===== config.mk =====
export PLATFORM = sky130hd
export DESIGN_NAME = lsu_pipe
export DESIGN_NICKNAME = d
export VERILOG_FILES = /design/src/rtl/lsu_pkg.sv /design/src/rtl/lsu_lane_align.sv /design/src/rtl/lsu_pipe.sv
export SDC_FILE = /design/constraint.sdc
export NUM_CORES = 1
export LEC_CHECK = 0
export CORE_MARGIN = 2
export CORE_UTILIZATION = 46
export DETAILED_ROUTE_END_ITERATION = 6
export PLACE_DENSITY = 0.82
export SYNTH_ARGS = -nofsm -noshare
export SYNTH_HDL_FRONTEND = slang
export SYNTH_SLANG_ARGS = --single-unit

===== constraint.sdc =====
create_clock -name clk -period 3.1 [get_ports clk]
set_clock_uncertainty 0.1 [all_clocks]
set_input_delay 0.62 -clock clk [delete_from_list [all_inputs] [get_ports clk]]
set_output_delay 0.62 -clock clk [all_outputs]
set_load 0.03 [all_outputs]

===== src/rtl/lsu_pkg.sv =====
// Shared types for the load/store unit: FSM states, access sizes, exception codes
// and the low-address alignment mask per access size.
package lsu_pkg;

  typedef enum logic [1:0] {IDLE, CMD, RSP} lsu_state_e;

  typedef enum logic [1:0] {SZ_B, SZ_H, SZ_W, SZ_D} lsu_size_e;

  typedef enum logic [2:0] {
    NONE, LD_MISALIGN, ST_MISALIGN, LD_FAULT, ST_FAULT, TIMEOUT, ILLEGAL_SIZE
  } lsu_exc_e;

  // Low address bits that must be zero for a naturally aligned access of this size.
  function automatic logic [2:0] align_mask(lsu_size_e size);
    case (size)
      SZ_B:    return 3'b000;
      SZ_H:    return 3'b001;
      SZ_W:    return 3'b011;
      default: return 3'b111;
    endcase
  endfunction

endpackage


===== src/rtl/lsu_lane_align.sv =====
// Byte-lane steering: store data/mask placement onto the bus word, and load
// extraction from the bus word with sign or zero extension.
module lsu_lane_align
  import lsu_pkg::*;
#(
  parameter int DW = 32,
  parameter int LW = $clog2(DW / 8)
) (
  input  lsu_size_e         st_size,
  input  logic [LW-1:0]     st_lane,
  input  logic [DW-1:0]     st_data,
  output logic [DW-1:0]     st_wdata,
  output logic [DW/8-1:0]   st_wmask,
  input  lsu_size_e         ld_size,
  input  logic [LW-1:0]     ld_lane,
  input  logic              ld_unsigned,
  input  logic [DW-1:0]     ld_rdata,
  output logic [DW-1:0]     ld_data
);

  localparam int NB = DW / 8;

  logic [DW-1:0] size_mask;
  logic [NB-1:0] byte_mask;
  logic [DW-1:0] ld_shifted;

  always_comb begin
    // NOTE: every combinational output gets a default first so no path can infer a latch.
    size_mask = '1;
    byte_mask = '1;
    case (st_size)
      SZ_B: begin size_mask = DW'(8'hFF);         byte_mask = NB'(4'h1); end
      SZ_H: begin size_mask = DW'(16'hFFFF);      byte_mask = NB'(4'h3); end
      SZ_W: begin size_mask = DW'(32'hFFFF_FFFF); byte_mask = NB'(4'hF); end
      default: ;
    endcase
  end

  assign st_wdata   = (st_data & size_mask) << {st_lane, 3'b000};
  assign st_wmask   = byte_mask << st_lane;
  assign ld_shifted = ld_rdata >> {ld_lane, 3'b000};

  always_comb begin
    ld_data = ld_shifted;
    case (ld_size)
      SZ_B: if (ld_unsigned) ld_data = DW'(ld_shifted[7:0]);
            else             ld_data = DW'($signed(ld_shifted[7:0]));
      SZ_H: if (ld_unsigned) ld_data = DW'(ld_shifted[15:0]);
            else             ld_data = DW'($signed(ld_shifted[15:0]));
      SZ_W: if (ld_unsigned) ld_data = DW'(ld_shifted[31:0]);
            else             ld_data = DW'($signed(ld_shifted[31:0]));
      default: ;
    endcase
  end

endmodule


===== src/rtl/lsu_pipe.sv =====
// MEM-stage load/store unit: one outstanding VRB access with alignment checks,
// lane steering, load extension, and bus-error / timeout exceptions.
module lsu_pipe
  import lsu_pkg::*;
#(
  parameter int AW          = 32,
  parameter int DW          = 32,
  parameter int TIMEOUT_CYC = 64
) (
  input  logic              clk,
  input  logic              rst_n,
  input  logic              i_req_valid,
  output logic              o_req_ready,
  input  logic              i_req_load,
  input  logic [1:0]        i_req_size,
  input  logic              i_req_unsigned,
  input  logic [DW-1:0]     i_req_base,
  input  logic [DW-1:0]     i_req_imm,
  input  logic [DW-1:0]     i_req_wdata,
  output logic              o_vrb_cmd_valid,
  input  logic              i_vrb_cmd_ready,
  output logic [AW-1:0]     o_vrb_cmd_addr,
  output logic              o_vrb_cmd_read,
  output logic [DW-1:0]     o_vrb_cmd_wdata,
  output logic [DW/8-1:0]   o_vrb_cmd_wmask,
  input  logic              i_vrb_rsp_valid,
  input  logic              i_vrb_rsp_err,
  input  logic [DW-1:0]     i_vrb_rsp_rdata,
  output logic              o_write_en,
  output logic [DW-1:0]     o_write_data,
  output logic              o_done,
  output logic              o_exc_valid,
  output logic [2:0]        o_exc_cause,
  output logic [AW-1:0]     o_exc_addr,
  output logic              o_holding
);

  localparam int NB = DW / 8;
  localparam int LW = $clog2(NB);
  localparam int TW = (TIMEOUT_CYC > 1) ? $clog2(TIMEOUT_CYC) : 1;
  localparam logic [TW-1:0] T_LAST = TW'((TIMEOUT_CYC > 0) ? TIMEOUT_CYC - 1 : 0);

  lsu_state_e    state;
  logic [TW-1:0] timer;
  lsu_size_e     req_size;
  lsu_size_e     acc_size;
  logic          acc_unsigned;
  logic [DW-1:0] eff_sum;
  logic [AW-1:0] req_addr;
  logic          size_illegal;
  logic          misalign;
  logic [DW-1:0] st_wdata;
  logic [NB-1:0] st_wmask;
  logic [DW-1:0] ld_data;

  assign req_size     = lsu_size_e'(i_req_size);
  assign eff_sum      = i_req_base + i_req_imm;
  assign req_addr     = AW'(eff_sum);
  assign size_illegal = (req_size == SZ_D) && (DW == 32);
  assign misalign     = (req_addr[2:0] & align_mask(req_size)) != 3'b000;

  // Store side is steered from the live request; load side from the latched access.
  lsu_lane_align #(.DW(DW), .LW(LW)) u_align (
    .st_size     (req_size),
    .st_lane     (req_addr[LW-1:0]),
    .st_data     (i_req_wdata),
    .st_wdata    (st_wdata),
    .st_wmask    (st_wmask),
    .ld_size     (acc_size),
    .ld_lane     (o_vrb_cmd_addr[LW-1:0]),
    .ld_unsigned (acc_unsigned),
    .ld_rdata    (i_vrb_rsp_rdata),
    .ld_data     (ld_data)
  );

  // Decoded straight from state so the async reset drops cmd_valid immediately.
  assign o_req_ready     = (state == IDLE);
  assign o_vrb_cmd_valid = (state == CMD);
  assign o_holding       = (state != IDLE);

  always_ff @(posedge clk or negedge rst_n) begin
    if (!rst_n) begin
      state           <= IDLE;
      timer           <= '0;
      acc_size        <= SZ_B;
      acc_unsigned    <= 1'b0;
      o_vrb_cmd_addr  <= '0;
      o_vrb_cmd_read  <= 1'b0;
      o_vrb_cmd_wdata <= '0;
      o_vrb_cmd_wmask <= '0;
      o_write_en      <= 1'b0;
      o_write_data    <= '0;
      o_done          <= 1'b0;
      o_exc_valid     <= 1'b0;
      o_exc_cause     <= NONE;
      o_exc_addr      <= '0;
    end else begin
      // NOTE: non-blocking assignments so every register samples pre-edge values.
      o_write_en   <= 1'b0;
      o_write_data <= '0;
      o_done       <= 1'b0;
      o_exc_valid  <= 1'b0;
      o_exc_cause  <= NONE;
      o_exc_addr   <= '0;
      case (state)
        IDLE: if (i_req_valid) begin
          if (size_illegal) begin
            o_exc_valid <= 1'b1;
            o_exc_cause <= ILLEGAL_SIZE;
            o_exc_addr  <= req_addr;
          end else if (misalign) begin
            o_exc_valid <= 1'b1;
            o_exc_cause <= i_req_load ? LD_MISALIGN : ST_MISALIGN;
            o_exc_addr  <= req_addr;
          end else begin
            o_vrb_cmd_addr  <= req_addr;
            o_vrb_cmd_read  <= i_req_load;
            o_vrb_cmd_wdata <= st_wdata;
            o_vrb_cmd_wmask <= st_wmask;
            acc_size        <= req_size;
            acc_unsigned    <= i_req_unsigned;
            state           <= CMD;
          end
        end
        CMD: if (i_vrb_cmd_ready) begin
          state <= RSP;
          timer <= '0;
        end
        RSP: begin
          if (i_vrb_rsp_valid) begin
            state <= IDLE;
            if (i_vrb_rsp_err) begin
              o_exc_valid <= 1'b1;
              o_exc_cause <= o_vrb_cmd_read ? LD_FAULT : ST_FAULT;
              o_exc_addr  <= o_vrb_cmd_addr;
            end else if (o_vrb_cmd_read) begin
              o_write_en   <= 1'b1;
              o_write_data <= ld_data;
            end else begin
              o_done <= 1'b1;
            end
          end else if (TIMEOUT_CYC != 0 && timer == T_LAST) begin
            state       <= IDLE;
            o_exc_valid <= 1'b1;
            o_exc_cause <= TIMEOUT;
            o_exc_addr  <= o_vrb_cmd_addr;
          end else begin
            timer <= timer + 1'b1;
          end
        end
        default: state <= IDLE;
      endcase
    end
  end

  // A response while the command is still pending breaks the VRB protocol.
  rsp_in_cmd: assert property (@(posedge clk) disable iff (!rst_n)
                               !(state == CMD && i_vrb_rsp_valid));

endmodule


==> results_dict.tcl <==
set metrics [dict create \
    cts_buffer_depth 2 \
    clockRootBuffer "clkbuf_16" \
    power.density_mw_per_mm2 760 \
    critical_path_class "in -> reg" \
    grt_max_degree 78 \
    grt_usage 0.282 \
    antenna_found_initial 0 \
    io_buffers 279 \
    relSlewSlack 0.573 \
    hold_slack_ns 0.0747 \
    slew_viol_final 0 \
    r2r_cells 8 \
    finalCriticalPeriod_ns 3.02 \
    io_pins 280 \
    hold_viol 0 \
    grt_pass1_wl_um 40500 \
    htreeDepth 4 \
    n_fill_cell 1272 \
    clock_sinks 150 \
    cts_hold_buf 0 \
    multi_input_area_mm2 0.00416 \
    cp.required_ns 3.32 \
    drt-initial-drc-count 525 \
    rrSetupSlack_ns 0.90 \
    clock_latency_ns 0.43 \
    synth_area_leaders "dfrtp_1 46%, nand2_1 5.6%, ha_1 4.9%, mux2_2 4.2%, a21oi_1 3.9%" \
    post_cts_buffers 0 \
    die_width_um 137 \
    drv_cap 0 \
    rows 48 \
    met2_usage 0.471 \
    final_antenna_net_count 0 \
    mostFrequentLayoutCells "274 x clkdlybuf4s50_1, 150 x dfrtp_1, 121 x nand2_1" \
    synth-edff-count 0 \
    dp_slack_ns -0.517 \
    setup_violations 0 \
    synth.top_cell.area_share 0.463 \
    finalWirelength_um 26100 \
    start_util 0.470 \
    r2r_end "timer[5]$_DFFE_PN0P_" \
    setup_ws_ns 0.0810 \
    final-seq-area_mm2 0.00375 \
    gp_congestion 0.911 \
    vias 7828 \
    path_max_fanout 6 \
    viasPerCell 5.61 \
    final_nets 1328 \
    syn_area_mm2 0.00811 \
    status "complete, no violations" \
    vdd_ir_drop_max_mv 0.507 \
    syn_inst 839 \
    crit_buf_inv 1 \
    hp-class "in -> async" \
    place_hpwl_um 19500 \
    rsz0062_at_grt "false" \
    syn-num-nets 1010 \
    finalPower_mw 9.35 \
    wl_per_cell_um 18.7 \
    drcViolationCount 0 \
    cp-start-kind "primary input" \
    num_antenna_cells 0 \
    r2r-start "timer[0]$_DFFE_PN0P_" \
    dieArea_mm2 0.0187 \
    ys.flop_type "dfrtp_1" \
    clk_pin_slew_ns 0.06 \
    synth_top_area_cell "dfrtp_1" \
    grt_pass1_vias 7624 \
    crit_family "compound AO/OA/AOI/OAI gates" \
    critical_path.max_stage_delay_ns 0.54 \
    tightest_slew_ns 0.640 \
    avgSynthCellArea_um2 9.67 \
    yosys_register_bits 150 \
    die_h_um 137 \
    endpoint_kind "register" \
    yosysWarnings 0 \
    busiest_layer "met2" \
    clock.fmax_ghz 0.331 \
    tns_ns 0 \
    grt.overflow.total 0 \
    p_leak_nw 5.48 \
    crit_chain "clkdlybuf4s50_1, ha_4, and2_1, a221o_1, o211ai_1, a21oi_1, a41o_1, a31oi_1, xnor2_1, mux2_2" \
    fin_crit_sh 0.974 \
    ys_seq_area_frac 0.463 \
    grt.met1_usage 0.355 \
    stdcell_count 1395 \
    cts_inserted_buffers 17 \
    critPathSlowestCell "clkdlybuf4s50_1" \
    synthArstFlopShare 1.00 \
    cts_tree "done" \
    core_area_mm2 0.0172 \
    dpl.cell_count 1363 \
    drive_gt1_frac 0.138 \
    grtUsageMet3 0.0600 \
    ys_types 57 \
    arrival_ns 3.24 \
    first_pass_iters 5 \
    layout_commonest_cell "clkdlybuf4s50_1" \
    area_growth_pct 51.8 \
]
==> worst reg2reg max path, delay by kind of cell, from the launching register on <==
kind | cells | cell delay [ns]
DFF | 1 | 0.41
AOI/OAI and AO/OA | 1 | 0.13
adders and majority gates | 1 | 0.23
buffers and inverters | 1 | 0.16
and+or+nand+nor | 5 | 1.10
==> how the worst max path moves through the flow <==
stage / startpoint / end / depth (start not counted)
after floorplan: i_req_base[0] / o_vrb_cmd_addr[30]$_DFFE_PN0P_ / 11
after global placement: i_req_base[0] / o_vrb_cmd_addr[30]$_DFFE_PN0P_ / 12
after detailed placement: i_req_imm[0] / o_vrb_cmd_addr[30]$_DFFE_PN0P_ / 12
after CTS: i_req_imm[0] / o_vrb_cmd_addr[30]$_DFFE_PN0P_ / 12
after global routing: i_req_base[1] / o_vrb_cmd_addr[30]$_DFFE_PN0P_ / 11
final: i_req_imm[3] / o_vrb_cmd_addr[21]$_DFFE_PN0P_ / 10
==> cells in the mapped netlist (3+ instances only) <==
master    count
mux2i_1      25
nand4_1       6
a21oi_1      63
xnor2_1      22
nor2_1       45
a22o_1       26
dfrtp_1     150
a31oi_1      13
o22a_1        8
xor2_1        9
nand2b_1      7
o21a_1       13
inv_1        11
ha_1         32
o31ai_1      10
a21boi_1      3
o21ai_0      56
nand2_1     121
a21o_1       15
a211oi_1     14
nor2b_1      11
mux2_2       30
o21ai_1      13
or2_2         7
nor3_1        8
a221o_1       4
buf_1         5
nand3_1       6
and3_1        8
clkbuf_1     50
and2_1        7
or3_1         3
a22oi_1       8
==> sequential cells by signal (all words and copies together) (netlist names), 2 cells and up <==
name and flops:
o_vrb_cmd_wdata 32, o_exc_addr 32, timer 6, o_vrb_cmd_wmask 4, state 2, o_vrb_cmd_addr 32
o_exc_cause 3, o_write_data 32, acc_size 2
==> through the flow <==
step                cell area, um2   util
global route                 12300  0.714
finish                       12300  0.714
floorplan                     8110      -
CTS                          12300  0.711
global placement             11600  0.675
detailed placement           11600  0.675
==> where the power goes <==
group / switching (mW) / total, mW / internal (mW)
clock: 0.851 / 2.17 / 1.32
combinational: 2.43 / 4.29 / 1.86
sequential: 0.417 / 2.89 / 2.47
==> timing repair <==
item | CTS | global route
pin swaps | 2 | 4
gates resized for setup | 1 | 10
setup endpoints to repair | 6 | 7
==> routing by layer <==
layer	vias up	share of wire
met4	0	0.035
met2	407	0.48
met1	3707	0.40
met3	65	0.086
met5	-	0
li1	3649	-
==> final cells by class <==
class | count | share of cell area
Multi-Input combinational cell | 622 | 0.338
Clock inverter | 13 | 0.0138
Clock buffer | 19 | 0.0368
Timing Repair Buffer | 354 | 0.280
Inverter | 12 | 0.00366
Tap cell | 225 | 0.0229
Sequential cell | 150 | 0.305
==> kinds of logic (layout without fill, tap and decap cells) <==
logic type | after synthesis | after routing | share of synthesized area
AO/OA/AOI/OAI | 267 | 267 | 0.217
XOR/XNOR | 31 | 31 | 0.0335
buffers and inverters | 67 | 398 | 0.0310
flip-flops | 150 | 150 | 0.463
AND/OR/NAND/NOR | 235 | 235 | 0.130
adder cells (fa/ha/maj) | 33 | 33 | 0.0518
multiplexers | 56 | 56 | 0.0739
(Power assumes the default switching activity.)
